<file path="config.mk">
export PLATFORM = sky130hd
export DESIGN_NAME = host_display_mode_pipe
export DESIGN_NICKNAME = d
export VERILOG_FILES = /design/src/rtl/host_display_mode_pipe.sv
export SDC_FILE = /design/constraint.sdc
export NUM_CORES = 1
export LEC_CHECK = 0
export CORE_UTILIZATION = 47
export DETAILED_ROUTE_END_ITERATION = 10
export PLACE_DENSITY_LB_ADDON = 0.15
export SETUP_SLACK_MARGIN = 0.05
export SLEW_MARGIN = 15
export SYNTH_ARGS = -nofsm -noshare
export SYNTH_HDL_FRONTEND = slang
export SYNTH_SLANG_ARGS = --single-unit
</file>
<file path="constraint.sdc">
create_clock -name clk -period 0.8 [get_ports clk]
set_input_delay 0.12 -clock clk [delete_from_list [all_inputs] [get_ports clk]]
set_output_delay 0.12 -clock clk [all_outputs]
set_load 0.005 [all_outputs]
</file>
<file path="src/rtl/host_display_mode_pipe.sv">
// Host display-mode handshake with frame-aligned grayscale apply and a delay-matched video pipeline.
// Define HOST_DISPLAY_MODE_BT601_EN for BT.601 luma weights (needs PIPE_STAGES >= 2).
module host_display_mode_pipe #(
    parameter logic        SUPPORTS_GRAYSCALE = 1'b0,
    parameter int unsigned COLOR_W            = 8,
    parameter int unsigned PIPE_STAGES        = 2
) (
    input  logic                 clk,
    input  logic                 reset,
    input  logic                 notify_valid,
    input  logic                 notify_grayscale,
    output logic                 notify_done,
    output logic                 notify_affirm_grayscale,
    input  logic                 in_vs,
    input  logic                 in_hs,
    input  logic                 in_de,
    input  logic [3*COLOR_W-1:0] in_rgb,
    output logic                 out_vs,
    output logic                 out_hs,
    output logic                 out_de,
    output logic [3*COLOR_W-1:0] out_rgb,
    output logic                 grayscale_active
);
    localparam int unsigned RGB_W = 3 * COLOR_W;
`ifdef HOST_DISPLAY_MODE_BT601_EN
    localparam int unsigned CONV_STAGE = 1;
`else
    localparam int unsigned CONV_STAGE = 0;
`endif

    logic pending_gs;
    logic vs_prev;
    logic done_q;
    logic gs_active_q;

    always_ff @(posedge clk) begin
        if (reset) begin
            pending_gs  <= 1'b0;
            vs_prev     <= 1'b0;
            done_q      <= 1'b0;
            gs_active_q <= 1'b0;
        end else begin
            done_q  <= notify_valid;
            vs_prev <= in_vs;
            if (notify_valid)
                pending_gs <= notify_grayscale & SUPPORTS_GRAYSCALE;
            // Non-blocking read of pending_gs: a request arriving on the vs edge waits a frame.
            if (in_vs && !vs_prev)
                gs_active_q <= pending_gs;
        end
    end

    assign notify_done             = done_q;
    assign notify_affirm_grayscale = pending_gs;
    assign grayscale_active        = gs_active_q;

    logic             vs_pipe  [PIPE_STAGES];
    logic             hs_pipe  [PIPE_STAGES];
    logic             de_pipe  [PIPE_STAGES];
    logic [RGB_W-1:0] rgb_pipe [PIPE_STAGES];
    logic [RGB_W-1:0] stage0_rgb;
    logic [RGB_W-1:0] conv_rgb;

    if (SUPPORTS_GRAYSCALE) begin : g_gs
        logic [COLOR_W-1:0] in_r, in_g, in_b, luma;
        assign {in_r, in_g, in_b} = in_rgb;
`ifdef HOST_DISPLAY_MODE_BT601_EN
        localparam int unsigned PROD_W = COLOR_W + 8;
        if (PIPE_STAGES < 2) begin : g_bad_depth
            $error("HOST_DISPLAY_MODE_BT601_EN requires PIPE_STAGES >= 2");
        end
        logic [PROD_W-1:0] p_r, p_g, p_b, sum;
        logic              mode_s1;
        // Stage 1 holds products and the mode sampled with the pixel; stage 2 sums and selects.
        always_ff @(posedge clk) begin
            if (reset) begin
                p_r     <= '0;
                p_g     <= '0;
                p_b     <= '0;
                mode_s1 <= 1'b0;
            end else begin
                p_r     <= PROD_W'(in_r) * PROD_W'(77);
                p_g     <= PROD_W'(in_g) * PROD_W'(150);
                p_b     <= PROD_W'(in_b) * PROD_W'(29);
                mode_s1 <= gs_active_q;
            end
        end
        assign sum        = p_r + p_g + p_b;
        assign luma       = COLOR_W'(sum >> 8);
        assign conv_rgb   = mode_s1 ? {luma, luma, luma} : rgb_pipe[0];
        assign stage0_rgb = in_rgb;
`else
        logic [COLOR_W+1:0] sum;
        assign sum        = ({2'b00, in_r} << 1) + {2'b00, in_g} + {2'b00, in_b};
        assign luma       = COLOR_W'(sum >> 2);
        assign conv_rgb   = gs_active_q ? {luma, luma, luma} : in_rgb;
        assign stage0_rgb = conv_rgb;
`endif
    end else begin : g_no_gs
`ifdef HOST_DISPLAY_MODE_BT601_EN
        assign conv_rgb = rgb_pipe[0];
`else
        assign conv_rgb = in_rgb;
`endif
        assign stage0_rgb = in_rgb;
    end

    always_ff @(posedge clk) begin
        if (reset) begin
            for (int unsigned i = 0; i < PIPE_STAGES; i++) begin
                vs_pipe[i]  <= 1'b0;
                hs_pipe[i]  <= 1'b0;
                de_pipe[i]  <= 1'b0;
                rgb_pipe[i] <= '0;
            end
        end else begin
            vs_pipe[0]  <= in_vs;
            hs_pipe[0]  <= in_hs;
            de_pipe[0]  <= in_de;
            rgb_pipe[0] <= stage0_rgb;
            for (int unsigned i = 1; i < PIPE_STAGES; i++) begin
                vs_pipe[i]  <= vs_pipe[i-1];
                hs_pipe[i]  <= hs_pipe[i-1];
                de_pipe[i]  <= de_pipe[i-1];
                rgb_pipe[i] <= (i == CONV_STAGE) ? conv_rgb : rgb_pipe[i-1];
            end
        end
    end

    assign out_vs  = vs_pipe[PIPE_STAGES-1];
    assign out_hs  = hs_pipe[PIPE_STAGES-1];
    assign out_de  = de_pipe[PIPE_STAGES-1];
    assign out_rgb = rgb_pipe[PIPE_STAGES-1];
endmodule

</file>
Word-level counts from Yosys, hierarchy flattened
Memories as Yosys holds them, arrays and structs flattened.
Cells that the tools add are included.
- bitwise logic cells: 8
- mux-type cells: 11
- operators by type and width (operator ; count):
    24-bit 2-to-1 mux ; 2
    1-bit 2-to-1 mux ; 9
    1-bit bitwise OR ; 8
- memories kept: 4
- register bits after elaboration: 1
- output and inout bits: 30
- memory bits (writable): 54
- memories (name ; depth ; bits a word ; read ports ; clocked after memory_dff ; write ports ; line ; source):
    rgb_pipe ; 2 ; 24 ; 2 ; 0 ; 2 ; 60 ; logic [RGB_W-1:0] rgb_pipe [PIPE_STAGES];
    de_pipe ; 2 ; 1 ; 2 ; 0 ; 2 ; 59 ; logic de_pipe [PIPE_STAGES];
    hs_pipe ; 2 ; 1 ; 2 ; 0 ; 2 ; 58 ; logic hs_pipe [PIPE_STAGES];
    vs_pipe ; 2 ; 1 ; 2 ; 0 ; 2 ; 57 ; logic vs_pipe [PIPE_STAGES];

Depth between registers and ports, before layout
Gate-level depths: netlist (run 1).
- depth in word-level cells: 3
- depth in mapped cells: 3
- gate-level depth less buffers: 1

Least setup slack after synthesis (run 1)
Ideal clock, no wire load.
- kind: input to register
- start point: in reset
- end point: mem rgb_pipe[0][17] (netlist bit)
- buffers on the path: 2
- arrival: 0.428 ns
- path slack: 0.258 ns
- stages: 3
- required time: 0.685 ns
- cells stage by stage: buf_6 buf_6 nor2b_1
- RTL lines (element ; line ; source):
    from (decl) ; 9 ; input logic reset,
    to (decl) ; 60 ;

==> impl_metrics.json, run 1 <==
{
  "yosysWarnings": 0,
  "synth.area.top_cells": "dfxtp_1 61%, nor2b_2 18%, buf_4 11%",
  "final_cell_mix": "47 x dfxtp_1, 36 x nor2b_2, 28 x clkdlybuf4s50_1, 23 x buf_2, 19 x nor2b_1",
  "clkLatencyLatePin_ns": 0.29,
  "globalplace.congestion": 0.562,
  "critPathSlowestCell": "dfxtp_2",
  "synth-seq-cells": 55,
  "grt_pass1_wl_um": 3720,
  "nFillCells": 321,
  "drive_gt1_share_pct": 46.4,
  "final_area_um2": 2220,
  "cp_num_buf_inv": 1,
  "clock-sinks": 55,
  "grt_max_degree": 29,
  "synth_cells": 143,
  "wl_per_cell_um": 9.90,
  "grt_setup_unrepaired": "true",
  "final-max-slew-violation-count": 0,
  "crit_family": "flip-flops",
  "multi_input_area_um2": 442,
  "hpwl_um": 1590,
  "fmax_mhz": 1180,
  "wirelength_um": 2250,
  "setup_ws_ns": -0.0483,
  "grt_overflow": 0,
  "diodes": 0,
  "finalSetupViolations": 28,
  "antenna_found_initial": 0,
  "synth.distinct_cells": 6,
  "post_cts_buffers": 0,
  "violations": "negative setup slack",
  "mostFrequentLayoutCell": "dfxtp_1",
  "fin_nets": 209,
  "hold_viol_final": 0,
  "grt_pass1_vias": 882,
  "synth_top_area_share_pct": 61.1,
  "worstSetupPathType": "reg2out",
  "fin_crit_ns": 0.848,
  "path_cells": "buf_6",
  "cp-start-kind": "flop",
  "die_area_um2": 4090,
  "die_h_um": 63.9,
  "yosysSeqAreaShare_pct": 61.1,
  "status": "finished with violations",
  "fin_skew_ns": 0.00606,
  "die_x_um": 63.9,
  "syn_avg_cell_area_um2": 12.6,
  "ioPinCount": 61,
  "ff_latch_area_um2": 1110,
  "remaining_drc_errors": 0,
  "cp.required_ns": 0.68,
  "max_cap_viol_count": 0,
  "post_drt_via_cell_ratio": 4.10,
  "leakage_nw": 0.946,
  "core_um2": 3660,
  "path_clk_slew_ns": 0.09,
  "cts-root-buf": "clkbuf_8",
  "tritoncts": "done",
  "cts_max_path_buffers": 2,
  "endpoint_kind": "primary output",
  "arrival_ns": 0.73,
  "port_buffers": 57,
  "cpPeakStageDelay_ns": 0.33,
  "dp_worst_setup_slack_ns": -0.134,
  "firstDrtPassIters": 4,
  "ir_worst_vdd_mv": 1.21,
  "yosys.area.top_type": "dfxtp_1",
  "detail-route-antenna-nets": 0,
  "h-tree-depth": 2,
  "syn2layout_area_growth_pct": 23.2,
  "cts-buffers-inserted": 5,
  "grtUsageTotal_pct": 12.4,
  "power_density_nw_per_um2": 2190,
  "drt-initial-drc-count": 53,
  "syn_area_um2": 1800,
  "cp_max_fo": 1,
  "hold_class": "in2reg",
  "fp-row-count": 22,
  "placedInstanceArea_um2": 2210,
  "num_vias": 931,
  "start_util_pct": 49.2,
  "min_period_over_period_pct": 106
}
-- layout make-up --
class,instances,share of cell area [%]
tap,48,2.71
clock buffer,7,4.34
timing repair buffer,59,22.7
sequential,55,50.1
multi-input combinational,57,19.9
clock inverter,1,0.338
-- cell usage after synthesis --
cell / n
dfxtp_1: 55
nor2b_2: 36
buf_4: 26
nor2b_1: 19
buf_6: 6
conb_1: 1
-- final timing paths --
check / from / to / slack [ns] / cells after the start
min: reset / rgb_pipe[0][31] / 0.25 / 3
max reg2reg: rgb_pipe[0][19] / rgb_pipe[0][43] / 0.25 / 1
min reg2reg: rgb_pipe[0][7] / rgb_pipe[0][31] / 0.44 / 1
max: de_pipe[0][1] / out_de / -0.05 / 1
-- report_power, final --
part,switching (mW),internal [mW]
clock,0.789,0.787
combinational,0.123,0.275
sequential,0.0288,2.87
total,0.941,3.93
-- per-layer routing --
metal  wire length (um)  share of wire (%)  global-route usage [%]
met5                  0                  0                       0
met4                 35                1.6                    8.52
met3                195                8.7                    4.82
met2               1240                 55                    22.6
met1                780                 35                    11.2
-- registers in the layout, indices dropped and copies added, names as in the netlist --
signal	flops
vs_pipe	2
notify_done	1
rgb_pipe	48
de_pipe	2
hs_pipe	2
-- per-stage QoR --
stage               cells  power (mW)  utilization (%)  hold slack, ns  setup TNS [ns]
floorplan             144        3.21                -           0.248               0
global placement      219        3.39             60.3           0.416           -2.69
detailed placement    219        3.41             60.3           0.423           -2.84
CTS                   227        4.93             59.7           0.246           -1.40
global route          227        5.14             60.6           0.251           -2.11
finish                227        4.87             60.6           0.248          -0.976
-- timing repair --
| item | in CTS | in global routing |
|---|---|---|
| pin swaps | 0 | 0 |
| gates resized for setup | 115 | 8 |
| hold buffers | 0 | 0 |
| endpoints found under the setup margin | 28 | 28 |
-- kinds of logic (layout without fill, tap and decap cells) --
logic type	count (synthesis)	in the layout	share of synthesized area [%]
flip-flops	55	55	61.1
AND/OR/NAND/NOR	55	55	24.1
buffers and inverters	32	67	14.6
other	1	2	0.208
Power figures use the tool's default switching activity.
==> inputs of run 2 (changes only) <==
--- a/config.mk
+++ b/config.mk
@@ -9,7 +9,7 @@
 export DETAILED_ROUTE_END_ITERATION = 10
 export PLACE_DENSITY_LB_ADDON = 0.15
 export SETUP_SLACK_MARGIN = 0.05
-export SLEW_MARGIN = 15
+export SLEW_MARGIN = 30
 export SYNTH_ARGS = -nofsm -noshare
 export SYNTH_HDL_FRONTEND = slang
 export SYNTH_SLANG_ARGS = --single-unit
==> results of run 2 <==
Final layout, timing and power as in run 1 (identical DEF).
==> inputs of run 3 (changes only) <==
--- a/config.mk
+++ b/config.mk
@@ -5,6 +5,7 @@
 export SDC_FILE = /design/constraint.sdc
 export NUM_CORES = 1
 export LEC_CHECK = 0
+export CAP_MARGIN = 20
 export CORE_UTILIZATION = 47
 export DETAILED_ROUTE_END_ITERATION = 10
 export PLACE_DENSITY_LB_ADDON = 0.15
==> constraint.sdc (replaced) <==
create_clock -name clk -period 1.02 [get_ports clk]
set_input_delay 0.153 -clock clk [delete_from_list [all_inputs] [get_ports clk]]
set_output_delay 0.153 -clock clk [all_outputs]
set_load 0.005 [all_outputs]
==> impl_metrics.json, run 3 (synthesis results as in run 1) <==
{
  "status": "finished, final reports clean",
  "endpoint_kind": "primary output",
  "core_um2": 3660,
  "nFillCells": 310,
  "cts-buffers-inserted": 5,
  "die_x_um": 63.9,
  "max_cap_viol_count": 0,
  "antenna_found_initial": 0,
  "cts_max_path_buffers": 2,
  "die_h_um": 63.9,
  "r2r_slack_ns": 0.46,
  "hold_viol_final": 0,
  "tritoncts": "done",
  "drive_gt1_share_pct": 44.6,
  "arrival_ns": 0.73,
  "wirelength_um": 2230,
  "critPathSlowestCell": "dfxtp_1",
  "largest_reg_flops": 48,
  "path_clk_slew_ns": 0.08,
  "drt-initial-drc-count": 20,
  "finalSetupViolations": 0,
  "detail-route-antenna-nets": 0,
  "globalplace.congestion": 0.554,
  "ir_worst_vdd_mv": 1.06,
  "fp-row-count": 22,
  "worstSetupPathType": "reg2out",
  "fin_skew_ns": 0.00147,
  "grt_overflow": 0,
  "path_cells": "clkbuf_2",
  "grt_setup_unrepaired": "false",
  "syn2layout_area_growth_pct": 19.3,
  "fin_nets": 209,
  "hold_class": "in2reg",
  "start_util_pct": 49.2,
  "tns_ns": 0,
  "cp_num_buf_inv": 1,
  "grtUsageTotal_pct": 11.5,
  "leakage_nw": 0.915,
  "stdcell_count": 225,
  "post_cts_buffers": 0,
  "post_cts_resized": 78,
  "power_density_nw_per_um2": 1680,
  "cp_max_fo": 1,
  "postCtsHoldBufs": 0,
  "post-place-cells": 219,
  "hpwl_um": 1610,
  "cts-root-buf": "clkbuf_8",
  "remaining_drc_errors": 0,
  "h-tree-depth": 2,
  "cpPeakStageDelay_ns": 0.33,
  "mostFrequentLayoutCell": "dfxtp_1",
  "clock-sinks": 55,
  "die_area_um2": 4090,
  "fmax_mhz": 1140,
  "firstDrtPassIters": 4,
  "grt_pass1_wl_um": 3440,
  "wl_per_cell_um": 9.91,
  "post_drt_via_cell_ratio": 4.04,
  "cp-start-kind": "flop",
  "grt_pass1_vias": 877,
  "final-max-slew-violation-count": 0,
  "num_vias": 910,
  "ioPinCount": 61,
  "crit_family": "flip-flops",
  "final_cell_mix": "48 x dfxtp_1, 36 x nor2b_2, 28 x clkdlybuf4s50_1, 19 x nor2b_1, 18 x clkbuf_2",
  "fin_crit_ns": 0.880,
  "cp.required_ns": 0.87,
  "diodes": 0,
  "min_period_over_period_pct": 86.3,
  "grt_max_degree": 29,
  "top_register": "rgb_pipe",
  "clkLatencyLatePin_ns": 0.29,
  "port_buffers": 57
}
## run 3: cell types whose count changed in the layout (fill, tap and decap cells not counted)
cell	before	now
dfxtp_1	47	48
clkinvlp_4	1	0
clkbuf_1	0	1
dfxtp_2	8	7
clkbuf_8	7	5
buf_2	23	11
buf_6	6	0
clkbuf_2	0	18
## run 3: layout make-up
cell class,count,area (um2),area share (%)
Sequential cell,55,1110,51.6
Timing Repair Buffer,59,465,21.7
Multi-Input combinational cell,57,442,20.5
Clock buffer,6,72.6,3.38
Tap cell,48,60.1,2.79
## run 3: worst paths after layout
path / start / end / cells after the start
setup / recovery: vs_pipe[0][1] / out_vs / 1
setup reg to reg: rgb_pipe[0][19] / rgb_pipe[0][43] / 1
hold / removal: reset / rgb_pipe[0][32] / 3
hold reg to reg: rgb_pipe[0][3] / rgb_pipe[0][27] / 1
## run 3: routing by layer
metal | GRT usage (%) | share of wire [%]
met5 | 0 | 0
met4 | 7.67 | 1.6
met3 | 4.29 | 8.2
met2 | 22.2 | 54
met1 | 9.48 | 36
## run 3: metrics by stage
step	power, mW	instance area, um2	setup WS, ns	utilization [%]	hold WS (ns)
2_1_floorplan	2.52	1810	0.445	-	0.281
3_3_place_gp	2.66	2210	0.0734	60.3	0.416
3_5_place_dp	2.67	2210	0.0527	60.3	0.422
4_1_cts	3.68	2240	0.0184	61.2	0.290
5_1_grt	3.77	2150	0.103	58.7	0.289
6_report	3.60	2150	0.140	58.7	0.287
## run 3: report_power, final
group | switching (mW) | internal [mW] | total (mW)
combinational | 0.0967 | 0.206 | 0.302
sequential | 0.0202 | 2.25 | 2.27
clock | 0.574 | 0.458 | 1.03
